==> src/rtl/psram_wbuf_pkg.sv <==
// Shared types for the PSRAM posted write buffer: queue entry, user request,
// drain FSM states and the default queue depth.
package psram_wbuf_pkg;

    localparam int PSRAM_WBUF_DEPTH = 4;

    typedef struct packed {
        logic [22:0] addr;
        logic [7:0]  mask;
        logic [63:0] data;
    } wbuf_entry_t;

    typedef struct packed {
        logic        wen;
        wbuf_entry_t ent;
    } wbuf_req_t;

    typedef enum logic [1:0] { IDLE, WR, RD } wbuf_state_e;

    function automatic logic [63:0] bm_expand(input logic [7:0] m);
        logic [63:0] r;
        for (int i = 0; i < 8; i++) r[8*i +: 8] = {8{m[i]}};
        return r;
    endfunction

endpackage

==> src/rtl/psram_wbuf_mem.sv <==
// Entry storage for the write buffer: valid bits, per-entry address hit vector,
// and a single write port that either loads a fresh entry or byte-merges into one.
module psram_wbuf_mem
    import psram_wbuf_pkg::*;
#(
    parameter int DEPTH = PSRAM_WBUF_DEPTH
) (
    input  logic                     clk_i,
    input  logic                     rst_n_i,
    input  logic                     we_i,
    input  logic                     merge_i,
    input  logic [$clog2(DEPTH)-1:0] wr_idx_i,
    input  wbuf_entry_t              wr_entry_i,
    input  logic                     pop_i,
    input  logic [$clog2(DEPTH)-1:0] rd_idx_i,
    output wbuf_entry_t              rd_entry_o,
    input  logic [22:0]              cmp_addr_i,
    output logic [DEPTH-1:0]         hit_o
);

    wbuf_entry_t [DEPTH-1:0] ent_q;
    logic        [DEPTH-1:0] vld_q;
    logic        [63:0]      wr_m;

    assign wr_m       = bm_expand(wr_entry_i.mask);
    assign rd_entry_o = ent_q[rd_idx_i];

    always_ff @(posedge clk_i) begin
        if (!rst_n_i) begin
            vld_q <= '0;
            ent_q <= '0;
        end else begin
            if (pop_i) vld_q[rd_idx_i] <= 1'b0;
            if (we_i) begin
                if (merge_i) begin
                    ent_q[wr_idx_i].data <= (ent_q[wr_idx_i].data & ~wr_m) | (wr_entry_i.data & wr_m);
                    ent_q[wr_idx_i].mask <= ent_q[wr_idx_i].mask | wr_entry_i.mask;
                end else begin
                    ent_q[wr_idx_i] <= wr_entry_i;
                    vld_q[wr_idx_i] <= 1'b1;
                end
            end
        end
    end

    always_comb begin
        hit_o = '0;
        for (int i = 0; i < DEPTH; i++) hit_o[i] = vld_q[i] && (ent_q[i].addr == cmp_addr_i);
    end

endmodule

==> src/rtl/psram_wbuf.sv <==
// Posted write buffer between the AXI slave user port and psram_core.
// Define PSRAM_WBUF_MERGE_EN to merge same-address writes into the newest queued entry.
module psram_wbuf
    import psram_wbuf_pkg::*;
#(
    parameter int DEPTH = PSRAM_WBUF_DEPTH
) (
    input  logic                     clk_i,
    input  logic                     rst_n_i,
    input  logic                     usr_xfer_start_i,
    input  logic                     usr_wen_i,
    input  logic [22:0]              usr_addr_i,
    input  logic [7:0]               usr_bm_i,
    input  logic [63:0]              usr_dat_i,
    output logic [63:0]              usr_dat_o,
    output logic                     usr_wready_o,
    output logic                     usr_rvalid_o,
    output logic                     xfer_valid_o,
    output logic                     xfer_rdwr_o,
    output logic [31:0]              bus_addr_o,
    output logic [63:0]              bus_wr_data_o,
    output logic [7:0]               bus_wr_mask_o,
    input  logic [63:0]              bus_rd_data_i,
    input  logic                     xfer_done_i,
    output logic                     wbuf_empty_o,
    output logic [$clog2(DEPTH):0]   wbuf_cnt_o
);

    localparam int          AW       = $clog2(DEPTH);
    localparam logic [AW:0] CNT_FULL = (AW+1)'(DEPTH);

    wbuf_state_e   state_q, state_d;
    logic [AW-1:0] head_q, head_d, tail_q, tail_d;
    logic [AW:0]   cnt_q, cnt_d;
    wbuf_req_t     req_q;
    logic          req_vld_q, wready_q, rvalid_q;
    logic [63:0]   dat_q;

    wbuf_entry_t    head_ent, bus_ent;
    logic [DEPTH-1:0] hit;
    logic          merge_ok, commit, push, pop, done_rd;

`ifdef PSRAM_WBUF_MERGE_EN
    logic [AW-1:0] last_idx;
    assign last_idx = tail_q - 1'b1;
    // The in-flight head must not change under the core, so it is excluded.
    assign merge_ok = req_q.wen && hit[last_idx] && !(state_q == WR && last_idx == head_q);
`else
    assign merge_ok = 1'b0;
`endif

    assign commit  = req_vld_q && req_q.wen && (merge_ok || cnt_q != CNT_FULL);
    assign push    = commit && !merge_ok;
    assign pop     = (state_q == WR) && xfer_done_i;
    assign done_rd = (state_q == RD) && xfer_done_i;

    psram_wbuf_mem #(.DEPTH(DEPTH)) u_mem (
        .clk_i      (clk_i),
        .rst_n_i    (rst_n_i),
        .we_i       (commit),
        .merge_i    (merge_ok),
        .wr_idx_i   (merge_ok ? tail_q - 1'b1 : tail_q),
        .wr_entry_i (req_q.ent),
        .pop_i      (pop),
        .rd_idx_i   (head_q),
        .rd_entry_o (head_ent),
        .cmp_addr_i (req_q.ent.addr),
        .hit_o      (hit)
    );

    always_comb begin
        state_d = state_q;
        head_d  = pop  ? head_q + 1'b1 : head_q;
        tail_d  = push ? tail_q + 1'b1 : tail_q;
        cnt_d   = cnt_q;
        if (push && !pop)      cnt_d = cnt_q + 1'b1;
        else if (!push && pop) cnt_d = cnt_q - 1'b1;
        case (state_q)
            IDLE: begin
                // A pending read that hits no queued entry goes ahead of writes.
                if (req_vld_q && !req_q.wen && hit == '0) state_d = RD;
                else if (cnt_q != '0)                      state_d = WR;
            end
            WR:      if (xfer_done_i) state_d = IDLE;
            RD:      if (xfer_done_i) state_d = IDLE;
            default: state_d = IDLE;
        endcase
    end

    always_ff @(posedge clk_i) begin
        if (!rst_n_i) begin
            state_q   <= IDLE;
            head_q    <= '0;
            tail_q    <= '0;
            cnt_q     <= '0;
            req_q     <= '0;
            req_vld_q <= 1'b0;
            wready_q  <= 1'b0;
            rvalid_q  <= 1'b0;
            dat_q     <= '0;
        end else begin
            state_q  <= state_d;
            head_q   <= head_d;
            tail_q   <= tail_d;
            cnt_q    <= cnt_d;
            wready_q <= commit;
            rvalid_q <= done_rd;
            if (done_rd) dat_q <= bus_rd_data_i;
            if (commit || done_rd) begin
                req_vld_q <= 1'b0;
            end else if (usr_xfer_start_i && !req_vld_q) begin
                req_vld_q <= 1'b1;
                req_q     <= {usr_wen_i, usr_addr_i, usr_bm_i, usr_dat_i};
            end
        end
    end

    always_comb begin
        bus_ent = '0;
        if (state_q == WR)      bus_ent = head_ent;
        else if (state_q == RD) bus_ent = req_q.ent;
    end

    assign xfer_valid_o  = (state_q != IDLE);
    assign xfer_rdwr_o   = (state_q == RD);
    assign bus_addr_o    = {6'd0, bus_ent.addr, 3'd0};
    assign bus_wr_data_o = bus_ent.data;
    assign bus_wr_mask_o = bus_ent.mask;
    assign usr_dat_o     = dat_q;
    assign usr_wready_o  = wready_q;
    assign usr_rvalid_o  = rvalid_q;
    assign wbuf_empty_o  = (cnt_q == '0);
    assign wbuf_cnt_o    = cnt_q;

    ap_one_outstanding: assert property (@(posedge clk_i) disable iff (!rst_n_i)
        usr_xfer_start_i |-> !req_vld_q);

endmodule
==> config.mk <==
export PLATFORM = sky130hd
export DESIGN_NAME = psram_wbuf
export DESIGN_NICKNAME = d
export VERILOG_FILES = /design/src/rtl/psram_wbuf_pkg.sv /design/src/rtl/psram_wbuf_mem.sv /design/src/rtl/psram_wbuf.sv
export SDC_FILE = /design/constraint.sdc
export NUM_CORES = 1
export LEC_CHECK = 0
export BUFFER_PORTS_ARGS = -buffer_cell sky130_fd_sc_hd__buf_2
export CORE_MARGIN = 2
export CORE_UTILIZATION = 45
export DETAILED_ROUTE_END_ITERATION = 6
export PLACE_DENSITY = 0.62
export SETUP_SLACK_MARGIN = 0.5
export SLEW_MARGIN = 20
export SYNTH_ARGS = -nofsm -noshare
export SYNTH_HDL_FRONTEND = slang
export SYNTH_SLANG_ARGS = --single-unit
export TNS_END_PERCENT = 5
==> constraint.sdc <==
create_clock -name clk_i -period 4.4 [get_ports clk_i]
set_input_delay 0 -clock clk_i [delete_from_list [all_inputs] [get_ports clk_i]]
set_output_delay 0 -clock clk_i [all_outputs]
set_load 0.01 [all_outputs]
# Word level (Yosys, flattened, before mapping)
# Cells that the tools add are included.
# op_classes
n_reduce_logical,30
n_div,0
n_bitwise,5
addsub,4
eq_ne,9
shift,0
n_mul,0
n_mux,20
magnitude_cmp,4
# op_table
cell,count
bitwise mux 380 bit,1
two-way mux 95 bit,4
binary-select mux 95 bit (select 2 bit),1
demux 95 bit (select 2 bit),1
equality test 23 bit,4
logical AND 1 bit,15
two-way mux 4 bit,3
"< comparator 2 x 3 -> 1 bit, second input constant",2
two-way mux 2 bit,3
two-way mux 3 bit,2
"inequality test 3 bit, second input constant",2
"adder 2 x 1 -> 2 bit, second input constant",2
AND 4 bit,1
demux 1 bit (select 2 bit),2
">= comparator 2 x 1 -> 1 bit, second input constant",2
zero test 1 bit,4
zero test 4 bit,1
inverter 4 bit,1
OR 4 bit,1
case mux 2 bit (2 select lines),1
AND reduction 2 bit,2
nonzero test 2 bit,2
OR reduction 2 bit,2
"adder 3 x 1 -> 3 bit, second input constant",1
10 further kinds,12
# totals
memories,0
latchBits,0
register_bits,556
input_bits,164
romBits,0
output_inout_bits,176
ram_bits,0

# Depth between registers and ports, before layout
# logic_depth
depth_word,10
mapped_depth,11
depth_no_buf,10

# Cells and area by module
# A second synthesis with hierarchy kept.
# unflattened
cells_unflattened,2915
area_unflattened_um2,27378.8
# by_module_without_submodules
module,cells_each,area_per_inst_um2,n_inst
psram_wbuf_mem,1808,19253.5,1
psram_wbuf,1107,8125.3,1

# Least setup slack after synthesis
# No wires, ideal clock.
# synth_path
path_type,flip-flop to flip-flop
from,reg state_q[1]
to,"reg cnt_q[2], in the netlist wbuf_cnt_o[2]"
required_time_ns,4.324
path_stages_with_launch,12
setup_slack_ns,2.214
n_path_buf,1
period_less_slack_ns,2.186
setup_ns,0.076
arrival_time_ns,2.110
cell_sequence,dfxtp_1 -> inv_1 -> ha_1 -> and2_1 -> clkbuf_1 -> inv_1 -> ha_1 -> inv_1 -> fa_1 -> xor2_1 -> or3_1 -> a21boi_0
# synth_via
elab_chain_len,5
elab_cells_between_ends,7
cone_classes,eq/ne: 1; mux: 1; reduce/logical: 5
# synth_lines
element,line_no,text
start: declaration,psram_wbuf.sv:32,"wbuf_state_e state_q, state_d;"
start signal: assignment,psram_wbuf.sv:102,state_q <= state_d;
equality test 2 x 1 -> 1 bit (*),psram_wbuf.sv:54,assign pop = (state_q == WR) && xfer_done_i;
logical AND 1 bit (*),psram_wbuf.sv:54,
zero test 1 bit,psram_wbuf.sv:76,if (push && !pop) cnt_d = cnt_q + 1'b1;
logical AND 1 bit,psram_wbuf.sv:76,
two-way mux 3 bit / nonzero test 2 bit (equally long branches),-,
end signal: assignment,psram_wbuf.sv:105,cnt_q <= cnt_d;
end: declaration,psram_wbuf.sv:34,"logic [AW:0] cnt_q, cnt_d;"
# Mark *: on every way between the ends. The rest lies on a longest branch, timed or not.
# A chain may end at the register's enable or synchronous reset.

# Worst setup path in the final report
# layout_path
from,reg state_q[0]
to,out bus_wr_data_o[61]
# layout_via
elab_chain_len,3
elab_cells_between_ends,4
cone_classes,eq/ne: 2; mux: 2
# layout_lines
element,line_no,text
equality test 2 bit,psram_wbuf.sv:121,else if (state_q == RD) bus_ent = req_q.ent;
two-way mux 95 bit,psram_wbuf.sv:121,
two-way mux 95 bit (*),psram_wbuf.sv:120,if (state_q == WR) bus_ent = head_ent;
end: declaration,psram_wbuf.sv:21,"output logic [63:0] bus_wr_data_o,"
# Marked as above.

==> results.sh <==
export IMPL_setup_tns_ns=0
export IMPL_grt_pass1_vias=22100
export IMPL_clockBufferDepth=3
export IMPL_layout_cells_non_filler=4155
export IMPL_grt_use_total=0.2574
export IMPL_cp_end_kind="output pin"
export IMPL_ys_types=35
export IMPL_rows=87
export IMPL_grt_pass1_wl_um=121700
export IMPL_drt_wirelength_per_cell_um=18.65
export IMPL_die_area_mm2=0.05840
export IMPL_htree_num_levels=2
export IMPL_fmax_mhz=320.4
export IMPL_io_pins=340
export IMPL_overflow=0
export IMPL_critPathKind="reg -> out"
export IMPL_ant_nets=0
export IMPL_worstHoldStart="usr_addr_i[6]"
export IMPL_ys_ff_latch=556
export IMPL_post_cts_resized=0
export IMPL_synth_edff_count=0
export IMPL_drt_iter0_markers=1601
export IMPL_yosysWarningCount=0
export IMPL_ys_async_sr_fraction=0
export IMPL_clkSlewWorstSetupHoldPaths_ns=0.06
export IMPL_grt_max_degree=215
export IMPL_max_stage_delay_ns=0.81
export IMPL_peakVddDrop_v=0.0003016
export IMPL_cp_slowest_cell="buf_4"
export IMPL_fin_nets=3528
export IMPL_clock_root_buffer="clkbuf_16"
export IMPL_arrival_ns=3.12
export IMPL_start_util=0.4525
export IMPL_ys_flop_type="dfxtp_1"
export IMPL_syn_area_per_cell_um2=8.381
export IMPL_clk_latency_ns=0.63
export IMPL_gp_congestion=0.8074
export IMPL_slew_violations=0
export IMPL_hold_violations=0
export IMPL_rsz0062_at_grt="false"
export IMPL_via_per_inst=5.331
export IMPL_path_cells="inv_1 -> ha_4 -> buf_4 -> nand2_1 -> o21ai_0 -> buf_2"
export IMPL_dp_cells=3882
export IMPL_drive_gt1_frac=0.1660
export IMPL_total_power_mw=12.03
export IMPL_vias=22150
export IMPL_die_h_um=241.7
export IMPL_synth_most_common_cell="nand2_1"
export IMPL_antenna_found_initial=1
export IMPL_coreArea_mm2=0.05617
export IMPL_cts_buffers_inserted=59
export IMPL_io_buffers=330
export IMPL_drtPass1Iterations=5
export IMPL_layout_min_cycle_time_ns=3.121
export IMPL_route_detailed_drc=0
export IMPL_startpoint="state_q[0]$_SDFFE_PN0P_"
export IMPL_hpwl_um=43730
export IMPL_timing_rr_start="state_q[0]$_SDFFE_PN0P_"
export IMPL_crit_fanout=66
export IMPL_tightest_slew_ns=0.9848
export IMPL_p_leak_nw=10.83
export IMPL_tritoncts="yes"
export IMPL_maxSlewHeadroom=0.3435
export IMPL_required_ns=4.40
export IMPL_synthTopCellsByCount="1288 x nand2_1, 556 x dfxtp_1, 516 x a21boi_0"
export IMPL_cap_violations=0
export IMPL_syn_area_mm2=0.02542
export IMPL_powerDensity_mw_per_mm2=390.2
export IMPL_holdCritPathClass="in -> reg"
export IMPL_cts_sinks=556
export IMPL_final_setup_viol_count=0
export IMPL_crit_path_start_kind="register"
export IMPL_syn2layout_area_growth_pct=21.27
export IMPL_synth_top_cell_by_area="dfxtp_1"
export IMPL_fp_dieW_um=241.7
export IMPL_status="finished clean"
export IMPL_cpLargestDelayFamily="buffers and inverters"
export IMPL_path_buf_inv=3
export IMPL_synth_top_cell_area_share=0.4379
export IMPL_ys_top_cells_by_area="dfxtp_1 44%, nand2_1 19%, a21boi_0 15%"
export IMPL_period_share=0.7094
export IMPL_ys_seq_area_frac=0.4379
export IMPL_wl_um=77490
export IMPL_synthCells=3033
export IMPL_finClkSkew_ns=0.01997
==> per-layer routing <==
layer | share of wire | track usage
met1 | 0.42 | 0.3265
met2 | 0.49 | 0.4438
met5 | 0 | 0
met3 | 0.064 | 0.04406
met4 | 0.028 | 0.08624
==> logic make-up (layout without fill, tap and decap cells) <==
family	Yosys count	after routing	share of synthesized area
other	1	10	0.0001475
buffers and inverters	279	636	0.05203
flip-flops	556	556	0.4379
multiplexers	97	97	0.08496
AO/OA/AOI/OAI	650	650	0.1824
adder cells (fa/ha/maj)	13	13	0.006694
XOR/XNOR	96	96	0.03308
AND/OR/NAND/NOR	1341	1341	0.2028
==> worst register-to-register path, stage by stage, from the launching register on <==
cell and delay (ns):
dfxtp_1 0.33, inv_1 0.14, ha_4 0.50, nand2_2 0.17, nand3_4 0.71, buf_4 0.41
nand2_1 0.08, a21boi_0 0.17
==> stage by stage <==
| step | worst slack (ns) | utilization | cell area (um2) | hold WS [ns] |
|---|---|---|---|---|
| after detailed placement | 1.738 | 0.4835 | 27160 | 0.2574 |
| after global placement | 1.828 | 0.4834 | 27150 | 0.2505 |
| final | 1.279 | 0.5488 | 30820 | 0.1607 |
| after CTS | 1.259 | 0.5480 | 30780 | 0.07348 |
| after floorplan | 2.214 | - | 25450 | 0.1449 |
| after global routing | 1.095 | 0.5488 | 30820 | 0.1699 |
==> placed cells by master, fill, tap and decap left out, drive strengths merged <==
cell type	n
nand3	2
diode	1
nor2	4
a2111oi	1
nand4	21
nor3	2
or3	2
and2	10
clkbuf	89
dlygate4sd3	163
clkinvlp	2
mux2i	2
bufinv	5
dfxtp	556
buf	355
nand2	1288
conb	9
fa	1
clkinv	9
xnor2	79
xor2	17
nor2b	2
ha	12
inv	13
nor4	7
mux4	95
and2b	1
a21boi	546
a22oi	1
and3	2
o2111a	1
o22ai	1
o21ai	98
a21oi	2
==> repair_timing <==
| item | in CTS | in global routing |
|---|---|---|
| hold endpoints to repair | 163 | 110 |
| hold buffers | 162 | 1 |
| buffers inserted | 0 | 0 |
==> power by group <==
| part | internal [mW] | switching (mW) |
|---|---|---|
| combinational | 0.565 | 0.903 |
| sequential | 5.18 | 0.218 |
| clock | 3.05 | 2.11 |
==> path summary, 6_finish.rpt <==
kind | to | cells after the start | slack [ns]
setup / recovery | bus_wr_data_o[61] | 6 | 1.28
hold / removal | req_q[78]$_SDFFE_PN0P_ | 4 | 0.16
setup reg to reg | req_q[55]$_SDFFE_PN0P_ | 7 | 1.81
hold reg to reg | u_mem.ent_q[321]$_SDFFE_PN0P_ | 2 | 0.45
==> state kept, by name, summed over array words and instances (netlist names) <==
name,cells
u_mem.ent_q,380
tail_q,2
req_vld_q,1
u_mem.vld_q,4
usr_wready_o,1
head_q,2
usr_dat_o,64
wbuf_cnt_o,3
usr_rvalid_o,1
req_q,96
state_q,2
==> layout make-up <==
cell class / count / area [um2]
inverters: 10 / 37.54
diodes: 1 / 2.502
fillers: 5123 / 25350
clock buffers: 89 / 1769
well taps: 756 / 945.9
clock inverters: 19 / 236.5
flip-flops and latches: 556 / 11140
repair buffers: 518 / 3576
multi-input cells: 2206 / 13120
Note: power is estimated with default switching activity, not from simulation.
